$ cat src/rtl/spi_sram_master.sv
// SPI mode-0 master for a 23LC512-class SRAM: one command/address/data frame per CPU request.
// Latency: busy high for exactly 2N clk cycles (N = 8 + ADDR_BITS + 8*DATA_WIDTH_BYTES), starting the cycle after accept.
// Backpressure: starts seen while busy are dropped, not queued; the CPU must wait for busy low.
module spi_sram_master #(
    parameter int DATA_WIDTH_BYTES = 2,
    parameter int ADDR_BITS        = 16
) (
    input  logic                          clk,
    input  logic                          rst,
    input  logic [ADDR_BITS-1:0]          addr_in,
    input  logic [8*DATA_WIDTH_BYTES-1:0] data_in,
    input  logic                          start_read,
    input  logic                          start_write,
    output logic [8*DATA_WIDTH_BYTES-1:0] data_out,
    output logic                          busy,
    output logic                          spi_select,
    output logic                          spi_clk_out,
    output logic                          spi_mosi,
    input  logic                          spi_miso
);
    localparam int DW = 8 * DATA_WIDTH_BYTES;
    localparam int N  = 8 + ADDR_BITS + DW;
    localparam int CW = $clog2(N);

    typedef enum logic [1:0] {IDLE, SHIFT_LO, SHIFT_HI} state_t;

    state_t          state_q, state_d;
    logic [N-1:0]    tx_q, tx_d;
    logic [DW-1:0]   rx_q, rx_d;
    logic [CW-1:0]   cnt_q, cnt_d;
    logic            rd_q, rd_d;
    logic            busy_q, busy_d;
    logic            sel_q, sel_d;
    logic            sclk_q, sclk_d;
    logic            mosi_q, mosi_d;
    logic [DW-1:0]   dout_q, dout_d;
    logic [7:0]      cmd_byte;

    // Read wins when both starts arrive together.
    assign cmd_byte = start_read ? 8'h03 : 8'h02;

    always_comb begin
        state_d = state_q;
        tx_d    = tx_q;
        rx_d    = rx_q;
        cnt_d   = cnt_q;
        rd_d    = rd_q;
        busy_d  = busy_q;
        sel_d   = sel_q;
        sclk_d  = sclk_q;
        mosi_d  = mosi_q;
        dout_d  = dout_q;
        case (state_q)
            IDLE: begin
                if (start_read || start_write) begin
                    rd_d    = start_read;
                    // Read frames carry zeros in the data phase.
                    tx_d    = {cmd_byte, addr_in, (start_read ? {DW{1'b0}} : data_in)};
                    mosi_d  = cmd_byte[7];
                    busy_d  = 1'b1;
                    sel_d   = 1'b0;
                    cnt_d   = CW'(N - 1);
                    state_d = SHIFT_LO;
                end
            end
            SHIFT_LO: begin
                sclk_d  = 1'b1;
                rx_d    = {rx_q[DW-2:0], spi_miso};
                state_d = SHIFT_HI;
            end
            SHIFT_HI: begin
                sclk_d = 1'b0;
                if (cnt_q != '0) begin
                    cnt_d   = cnt_q - CW'(1);
                    tx_d    = tx_q << 1;
                    mosi_d  = tx_q[N-2];
                    state_d = SHIFT_LO;
                end else begin
                    sel_d   = 1'b1;
                    mosi_d  = 1'b0;
                    busy_d  = 1'b0;
                    if (rd_q) begin
                        dout_d = rx_q;
                    end
                    state_d = IDLE;
                end
            end
            default: state_d = IDLE;
        endcase
    end

    always_ff @(posedge clk) begin
        if (rst) begin
            state_q <= IDLE;
            tx_q    <= '0;
            rx_q    <= '0;
            cnt_q   <= '0;
            rd_q    <= 1'b0;
            busy_q  <= 1'b0;
            sel_q   <= 1'b1;
            sclk_q  <= 1'b0;
            mosi_q  <= 1'b0;
            dout_q  <= '0;
        end else begin
            state_q <= state_d;
            tx_q    <= tx_d;
            rx_q    <= rx_d;
            cnt_q   <= cnt_d;
            rd_q    <= rd_d;
            busy_q  <= busy_d;
            sel_q   <= sel_d;
            sclk_q  <= sclk_d;
            mosi_q  <= mosi_d;
            dout_q  <= dout_d;
        end
    end

    assign data_out    = dout_q;
    assign busy        = busy_q;
    assign spi_select  = sel_q;
    assign spi_clk_out = sclk_q;
    assign spi_mosi    = mosi_q;
endmodule
$ cat config.mk
export PLATFORM = sky130hd
export DESIGN_NAME = spi_sram_master
export DESIGN_NICKNAME = d
export VERILOG_FILES = /design/src/rtl/spi_sram_master.sv
export SDC_FILE = /design/constraint.sdc
export NUM_CORES = 1
export LEC_CHECK = 0
export BUFFER_PORTS_ARGS = -buffer_cell sky130_fd_sc_hd__buf_4
export CORE_ASPECT_RATIO = 0.9
export CORE_MARGIN = 2
export CORE_UTILIZATION = 45
export DETAILED_ROUTE_END_ITERATION = 7
export PLACE_DENSITY = 0.63
export SKIP_LAST_GASP = 1
export SYNTH_ARGS = -nofsm -noshare
export SYNTH_HDL_FRONTEND = slang
export SYNTH_SLANG_ARGS = --single-unit
$ cat constraint.sdc
create_clock -name clk -period 5.3 [get_ports clk]
set_clock_uncertainty 0.05 [all_clocks]
set_input_delay 1.59 -clock clk [delete_from_list [all_inputs] [get_ports clk]]
set_output_delay 1.59 -clock clk [all_outputs]
set_load 0.02 [all_outputs]
==> results of run 1 <==
sequential cells by signal, summed over array words and instances (netlist names):
| name | flops |
|---|---|
| tx_q | 39 |
| data_out | 16 |
| rx_q | 16 |
| cnt_q | 6 |
| state_q | 2 |
| busy | 1 |
| rd_q | 1 |
| spi_clk_out | 1 |
| spi_mosi | 1 |
| spi_select | 1 |
layout make-up:
type,count,area (sq um)
Fill cell,673,3406
Sequential cell,84,1682
Multi-Input combinational cell,244,1612
Timing Repair Buffer,57,427.9
Clock buffer,11,141.4
Tap cell,96,120.1
Clock inverter,5,58.81
Inverter,6,22.52
synth_stat cells, drive strengths merged (2+ instances only):
cell / n
or2: 2
a21oi: 13
nand3: 7
mux2i: 51
nor2b: 2
a31oi: 2
inv: 6
nand2: 14
clkbuf: 17
nor3: 17
a221oi: 16
dfxtp: 84
nor2: 71
buf: 12
nand2b: 2
ha: 7
or3: 4
o21ai: 4
a211oi: 20
cells by family after synthesis:
family	synth area share, %
flops	49.03
buf+inv	4.414
simple gates	16.27
compound gates	12.84
mux	14.89
fa+ha+maj	2.554
metal layers:
metal,wire length [microns],part of all wire [%]
met1,3291,51
met2,2850,44
met3,251,3.9
met4,23,0.36
met5,0,0
stage by stage:
step                      power, mW  hold slack (ns)  worst slack [ns]  cell area, sq um  utilization (%)
after floorplan               1.039           0.3820             2.572              3430                -
after global placement        1.118           0.3893             1.894              3864            51.73
after detailed placement      1.124           0.3951             1.869              3864            51.73
after CTS                     1.584           0.4051             2.119              4064            54.41
after global routing          1.661           0.4328             1.896              4064            54.41
final                         1.562           0.4037             2.183              4064            54.41
path summary, 6_finish.rpt:
kind              slack (ns)  cells after the start                         to               startpoint
setup / recovery        2.18                      6  data_out[15]$_SDFFE_PP0P_  state_q[0]$_SDFFE_PP0P_
hold / removal          0.40                      2      tx_q[35]$_SDFFE_PP0P_    tx_q[35]$_SDFFE_PP0P_
setup reg to reg        2.18                      6  data_out[15]$_SDFFE_PP0P_  state_q[0]$_SDFFE_PP0P_
hold reg to reg         0.40                      2      tx_q[35]$_SDFFE_PP0P_    tx_q[35]$_SDFFE_PP0P_
power by group through the flow:
stage	Clock [mW]	Combinational [mW]	Sequential, mW
floorplan	0	0.277	0.762
global placement	0	0.352	0.766
detailed placement	0	0.357	0.767
CTS	0.472	0.359	0.753
global route	0.497	0.399	0.765
finish	0.453	0.356	0.754
critical path, delay by kind of cell, from the launching register on:
kind,cells,cell delay (ns)
mux,1,0.40
flops,1,0.35
simple gates,3,1.16
fa+ha+maj,1,0.90
buf+inv,1,0.10
==> run_results.csv, run 1 <==
group,metric,value,unit
sta,fmax,320.9,MHz
drt,wl_per_cell,12.76,microns
sta,tightest_slew,1.070,ns
drt,drc,0,
cts,htree_levels,3,
power,p_int,1.090,mW
worst_setup_path,crit_path_start_kind,"flop",
global_routing,grt_use_total,15.95,%
synth,syn_inst,363,
sta,hold_viol_final,0,
global_routing,grt_max_degree,84,
sta,fin_setup_tns,0,ns
drt,ant_nets,0,
sta,rsz0062_at_grt,"false",
global_routing,grtUsageMet3,5.130,%
cts,cts_inserted_buffers,9,
synth,ys.warnings.count,0,
synth,synth-async-reset-ratio,0,%
drt,first_pass_iters,4,
drt,first_iter_violations,116,
worst_setup_path,crit_type,"flop to flop",
floorplan,start_util,45.91,%
finish,final_cells,503,
worst_setup_path,worstPathCellList,"inv_1 > ha_2 > and3b_4 > nand3_1 > mux2i_1 > nor2_1",
cts,cts_tree,"yes",
synth,synth_fp_nets,407,
flow_run,max_cap_viol_count,0,
global_routing,antenna_found_initial,0,
synth,synth_top_area_share,49.03,%
placement,place.gp.congestion,0.7157,
cts,clock_sinks,84,
sta,fin_crit,3.117,ns
power,power_frac_seq,48.2,%
power,p_clk_share,29.0,%
sta,setup_viol,0,
floorplan,die_x,96.02,microns
floorplan,dieArea,8336,sq um
placement,portBuffers,56,
floorplan,core,7470,sq um
global_routing,overflow,0,
drt,vias,2594,
placement,dp.cells,487,
cts,post-cts-setup-buffer-count,0,
sta,drv_slew,0,
global_routing,grt_pass1_wl,10540,microns
global_routing,met2_usage,23.11,%
finish,layout_commonest_cell,"dfxtp_1",
finish,area_growth,18.50,%
sta,maxSlewHeadroom,28.69,%
worst_hold_path,hp-class,"flop to flop",
global_routing,grt_pass1_vias,2278,
floorplan,dieHeight,86.82,microns
worst_setup_path,slowest_stage,"ha_2",
synth,synth_largest_area_cell,"dfxtp_1",
synth,synth_area_leaders,"dfxtp_1 49%, mux2i_1 15%, nor2_1 7.8%",
floorplan,num_rows,30,
outcome,status,"completed",
worst_setup_path,slowest_delay,0.90,ns
synth,yosysUniqueCellTypes,33,
drt,via_per_inst,5.157,
cts,cts-root-buf,"clkbuf_8",
finish,antennaDiodeCount,0,
global_routing,use_met1,22.88,%
drt,wirelength,6417,microns
power,p_sw,0.4725,mW
cts,post_cts_resized,0,
global_routing,grt-busiest-layer,"met2",
power,power_density,384.4,nW/um^2
synth,synth-seq-cells,84,
cts,clock_path_buffers,2,
finish,finalNetCount,446,
power,sw_frac_of_total,30.25,%
cts,cts_hold_buf,0,
worst_setup_path,crit_arrival,3.26,ns
worst_setup_path,required,5.44,ns
finish,final_layout_size_suffix_gt1_share,19.66,%
finish,final_cell_mix,"84 x dfxtp_1, 71 x nor2_1, 57 x buf_4",
synth,synth_ff_type,"dfxtp_1",
power,ir_drop,0.1597,mV
sta,period_share,58.80,%
power,comb_power_share,22.8,%
synth,syn-cell-area,3430,sq um
worst_setup_path,cp-end-kind,"flop",
synth,synth.avg_cell_area,9.448,sq um
power,p_leak,1.726,nW
placement,dpl.hpwl,3926,microns
synth,synth-seq-area-share,49.03,%
cts,clk_pin_slew,0.08,ns
synth,synth-edff-count,0,
floorplan,pin_count,57,
cts,clock_latency,0.34,ns
worst_setup_path,crit_fanout,46,
(Power assumes the default switching activity.)
==> run 2, diff against run 1 <==
- PLACE_DENSITY: 0.63 -> 0.66
- clock period: 5.3 -> 2.6 ns (I/O delays scaled with it)
==> run 2 against run 1 <==
Against the previous run: global-route usage up 1.3 points; total power is 110% higher; count of clock-buffer cells in the layout stayed put; critical path depth rose by 2; core utilization rose by 1.2 points; worst hold slack better by 0.0021 ns; register-to-register slack worse by 1.9 ns; cell count grew 1.6%; combinational power is 110% higher; cell area increased by 2.2%.
==> run_results.csv, run 2 (synthesis results as in run 1) <==
group,metric,value,unit
outcome,status,"completed",
global_routing,antenna_found_initial,0,
sta,fin_crit,2.364,ns
drt,wl_per_cell,13.43,microns
finish,layout_commonest_cell,"dfxtp_1",
sta,whs,0.4058,ns
sta,fmax,423.1,MHz
cts,cts-root-buf,"clkbuf_8",
finish,final_area,4153,sq um
drt,via_per_inst,5.262,
floorplan,num_rows,30,
finish,final_cell_mix,"84 x dfxtp_1, 71 x nor2_1, 63 x buf_4",
sta,fin_setup_tns,0,ns
cts,cts_inserted_buffers,9,
sta,tightest_slew,1.001,ns
cts,post_cts_resized,0,
floorplan,pin_count,57,
placement,dpl.hpwl,4455,microns
floorplan,start_util,45.91,%
global_routing,grt_pass1_vias,2416,
sta,hold_viol_final,0,
worst_hold_path,hp-class,"flop to flop",
global_routing,grt_max_degree,65,
placement,portBuffers,56,
worst_setup_path,crit_fanout,21,
cts,htree_levels,3,
drt,drc,0,
floorplan,dieArea,8336,sq um
sta,rsz0062_at_grt,"true",
flow_run,max_cap_viol_count,0,
drt,first_iter_violations,118,
finish,area_growth,21.09,%
placement,place.gp.congestion,0.7457,
worst_setup_path,slowest_stage,"nor3b_2",
finish,antennaDiodeCount,0,
worst_setup_path,required,2.81,ns
drt,wl_met3,325,microns
global_routing,overflow,0,
power,power_density,784.1,nW/um^2
power,p_leak,1.777,nW
floorplan,die_x,96.02,microns
cts,clk_pin_slew,0.08,ns
drt,wl_met2,3120,microns
cts,clock_latency,0.34,ns
worst_setup_path,cp-end-kind,"flop",
placement,place_area,3929,sq um
finish,finalNetCount,454,
cts,cts_tree,"yes",
drt,first_pass_iters,4,
cts,clock_path_buffers,2,
worst_setup_path,crit_type,"flop to flop",
worst_setup_path,cp_common_cell,"buf_4",
finish,top_register,"tx_q",
global_routing,grt_pass1_wl,11320,microns
floorplan,core,7470,sq um
drt,top_layer_used,"met4",
finish,largest_reg_flops,39,
worst_setup_path,slowest_delay,0.45,ns
sta,setup_viol,0,
placement,place_ws,0.2467,ns
worst_setup_path,crit_path_start_kind,"flop",
drt,ant_nets,0,
drt,vias,2689,
worst_setup_path,worstPathCellList,"inv_1 > ha_1 > nor3b_2 > buf_4 > a211o_1 > buf_4 > a221oi_1 > nor3_1",
finish,final_layout_size_suffix_gt1_share,21.45,%
floorplan,dieHeight,86.82,microns
drt,wl_met1,3371,microns
worst_setup_path,crit_arrival,2.57,ns
sta,maxSlewHeadroom,33.00,%
global_routing,grt_use_total,17.26,%
sta,setup_slack,0.2365,ns
drt,wirelength,6863,microns
power,ir_drop,0.3956,mV
sta,drv_slew,0,
cts,clock_sinks,84,
sta,period_share,90.90,%
[run 2: per-layer routing]
layer / vias to the layer above / global-route usage, %
met2: 59 / 25.95
met3: 4 / 4.261
met4: 0 / 5.455
met1: 1243 / 24.34
met5: - / 0
li1: 1383 / -
[run 2: final timing paths]
kind	startpoint	to	slack, ns	cells past startpoint
setup reg to reg	state_q[1]$_SDFFE_PP0P_	tx_q[6]$_SDFFE_PP0P_	0.24	8
hold / removal	tx_q[37]$_SDFFE_PP0P_	tx_q[37]$_SDFFE_PP0P_	0.41	2
hold reg to reg	tx_q[37]$_SDFFE_PP0P_	tx_q[37]$_SDFFE_PP0P_	0.41	2
setup / recovery	state_q[1]$_SDFFE_PP0P_	tx_q[6]$_SDFFE_PP0P_	0.24	8
[run 2: critical path: cells and delay by family (launching register included)]
kind	cells	cell delay (ns)
AO/OA/AOI/OAI	2	0.29
adder cells (fa/ha/maj)	1	0.31
buffers and inverters	3	0.62
flip-flops	1	0.35
AND/OR/NAND/NOR	2	0.65
[run 2: layout make-up]
| class | count | area [sq um] |
|---|---|---|
| fillers | 671 | 3317 |
| flip-flops and latches | 84 | 1682 |
| multi-input cells | 245 | 1624 |
| repair buffers | 64 | 493.0 |
| clock buffers | 11 | 151.4 |
| well taps | 96 | 120.1 |
| clock inverters | 5 | 60.06 |
| inverters | 6 | 22.52 |
[run 2: power by group]
group          internal, mW  total [mW]  switching, mW
Sequential             1.44        1.54         0.0931
Combinational         0.330       0.764          0.434
Clock                 0.498       0.956          0.458
[run 2: through the flow]
step / power [mW] / std cells / util (%)
floorplan: 2.117 / 363 / -
global route: 3.463 / 511 / 55.59
finish: 3.256 / 511 / 55.59
global placement: 2.301 / 494 / 52.60
CTS: 3.287 / 510 / 55.43
detailed placement: 2.319 / 494 / 52.60
[run 2: timing repair]
action,4_1_cts,5_1_grt
hold buffers,0,0
buffers inserted,0,0
endpoints found under the setup margin,0,1
==> run 3, diff against run 2 <==
- ABC_AREA: unset -> 1
- PLACE_DENSITY: 0.66 -> 0.65
==> run 3 against run 2 <==
Against the previous run: global-route usage grew 0.70 points; setup slack better by 0.20 ns; maximum frequency up 9.4%; critical endpoint is now tx_q[4]$_SDFFE_PP0P_; largest cell class is now multi-input gates; highest routed layer unchanged.
==> run_results.csv, run 3 <==
group,metric,value,unit
flow_run,max_cap_viol_count,0,
worst_setup_path,required,2.80,ns
worst_hold_path,min_to,"spi_select$_SDFFE_PP1P_",
floorplan,die_x,98.18,microns
sta,tightest_slew,0.5324,ns
worst_setup_path,slowest_delay,0.46,ns
worst_setup_path,crit_fanout,59,
floorplan,start_util,46.91,%
global_routing,grt_use_total,17.96,%
drt,via_per_inst,4.924,
drt,vias,3220,
finish,final_area,4267,sq um
cts,cts_hold_buf,0,
worst_hold_path,whs_path_depth,2,
sta,setup_viol,0,
cts,clock_sinks,84,
sta,maxSlewHeadroom,64.50,%
placement,portBuffers,56,
global_routing,grt_pass1_vias,2870,
synth,synth-seq-cells,84,
finish,layout_commonest_cell,"nor2_1",
finish,largest_reg_flops,39,
finish,area_growth,18.77,%
cts,clock_path_buffers,2,
cts,clock_latency,0.35,ns
placement,dpl.hpwl,4822,microns
placement,place_ws,0.3923,ns
power,ir_drop,0.3873,mV
synth,synth_largest_area_cell,"dfxtp_1",
global_routing,antenna_found_initial,0,
synth,ys.warnings.count,0,
worst_setup_path,reg2reg_depth,9,
global_routing,grt_pass1_wl,12850,microns
sta,hold_viol_final,0,
sta,period_share,83.07,%
drt,wirelength,7503,microns
sta,drv_slew,0,
sta,setup_slack,0.4402,ns
finish,final_layout_size_suffix_gt1_share,15.95,%
synth,synth_top_area_share,46.81,%
power,power_density,851.2,nW/um^2
finish,top_register,"tx_q",
finish,final_cell_mix,"149 x nor2_1, 119 x nand2_1, 84 x dfxtp_1",
finish,finalNetCount,597,
synth,synth_ff_type,"dfxtp_1",
cts,clk_pin_slew,0.08,ns
worst_setup_path,worstReg2RegEnd,"tx_q[4]$_SDFFE_PP0P_",
synth,synth_fp_nets,551,
synth,synth-async-reset-ratio,0,%
synth,synth.most_common_cell,"nor2_1",
floorplan,dieArea,8714,sq um
sta,fin_crit,2.160,ns
cts,post-cts-setup-buffer-count,0,
placement,place.gp.congestion,0.7912,
synth,synth-edff-count,0,
drt,drc,0,
floorplan,pin_count,57,
worst_hold_path,worstHoldStart,"spi_select$_SDFFE_PP1P_",
cts,cts_tree,"yes",
synth,synth-seq-area-share,46.81,%
sta,fmax,463.0,MHz
synth,synth.avg_cell_area,7.085,sq um
worst_setup_path,crit_type,"flop to flop",
worst_setup_path,crit_path_start_kind,"flop",
cts,post_cts_resized,0,
drt,wl_per_cell,11.47,microns
cts,cts_inserted_buffers,9,
worst_setup_path,slowest_stage,"inv_4",
outcome,status,"completed",
sta,rsz0062_at_grt,"false",
floorplan,dieHeight,88.76,microns
global_routing,grt_max_degree,60,
synth,synth_area_leaders,"dfxtp_1 47%, nor2_1 16%, nand2_1 12%",
floorplan,core,7657,sq um
synth,yosysUniqueCellTypes,29,
cts,htree_levels,3,
worst_setup_path,cp_top_family,"buffers and inverters",
cts,cts-root-buf,"clkbuf_8",
floorplan,num_rows,30,
worst_setup_path,crit_arrival,2.36,ns
power,p_leak,2.075,nW
global_routing,overflow,0,
synth,syn_inst,507,
worst_setup_path,r2r_start,"state_q[0]$_SDFFE_PP0P_",
drt,ant_nets,0,
synth,yosys-top-cells-count,"149 x nor2_1, 119 x nand2_1, 84 x dfxtp_1, 53 x o21ai_0",
placement,place_area,4040,sq um
drt,first_pass_iters,4,
worst_setup_path,worstPathCellList,"inv_1 > ha_1 > inv_4 > o21ai_4 > nand2_4 > inv_4 > nand2_1 > nand2_1 > nor2_1",
synth,syn-cell-area,3592,sq um
worst_setup_path,ff2ff_setup_slack,0.44,ns
worst_hold_path,hp-class,"flop to flop",
drt,first_iter_violations,167,
worst_setup_path,path_buf_inv,3,
worst_setup_path,cp-end-kind,"flop",
finish,post-route-util,55.72,%
sta,whs,0.4114,ns
sta,fin_setup_tns,0,ns
finish,antennaDiodeCount,0,
[run 3: changes by cell type in the layout (fill, tap and decap cells not counted), sizes merged, moves of 3 or more]
cell and change:
a211oi -21, a221oi -16, a22oi +14, inv +12
mux2i -51, nand2 +106, nand4 +3, nor2 +81
nor3 -14, o21ai +51, or3 -4
[run 3: tightest hold or removal path, stage by stage (launching register included)]
cell and delay, ns:
dfxtp_1 0.32, nand2_1 0.06, nand2_1 0.04
[run 3: through the flow]
step / std cells / total power [mW]
after floorplan: 507 / 2.417
after global placement: 638 / 2.603
after detailed placement: 638 / 2.631
after CTS: 654 / 3.680
after global routing: 654 / 3.888
final: 654 / 3.632
[run 3: area by class of cell]
type                       instances  area, sq um
timing repair buffer              62        465.4
inverter                          18        72.57
fill                             753         3391
clock inverter                     5        85.08
multi-input combinational        378         1700
sequential                        84         1682
clock buffer                      11        141.4
tap                               96        120.1
[run 3: kinds of logic (layout without fill, tap and decap cells)]
family                     count (synthesis)  after routing  synth area share, %
buffers and inverters                     45             96                5.851
and+or+nand+nor                          288            288                31.73
DFF                                       84             84                46.81
adders and majority gates                  7              7                2.438
AOI/OAI and AO/OA                         83             83                13.17
[run 3: report_power, final]
group	internal [mW]	switching [mW]
combinational	0.340	0.592
sequential	1.53	0.139
clock	0.571	0.463
total	2.44	1.19
[run 3: worst max path at each step]
stage          slack (ns)                     to                     from  cells after the start
2_1_floorplan        0.83  tx_q[27]$_SDFFE_PP0P_               start_read                      8
3_3_place_gp         0.44   tx_q[2]$_SDFFE_PP0P_               start_read                      8
3_5_place_dp         0.39   tx_q[4]$_SDFFE_PP0P_               start_read                      8
4_1_cts              0.41   tx_q[4]$_SDFFE_PP0P_  state_q[0]$_SDFFE_PP0P_                      9
5_1_grt              0.17   tx_q[1]$_SDFFE_PP0P_  state_q[0]$_SDFFE_PP0P_                      9
6_report             0.44   tx_q[4]$_SDFFE_PP0P_  state_q[0]$_SDFFE_PP0P_                      9
[run 3: layer usage]
metal  track usage (%)  vias up  share of wire, %
li1                  -     1704                 -
met1             23.91     1446                51
met2             29.02       60                43
met3             3.318       10               4.1
met4             7.846        0               1.7
met5                 0        -                 0
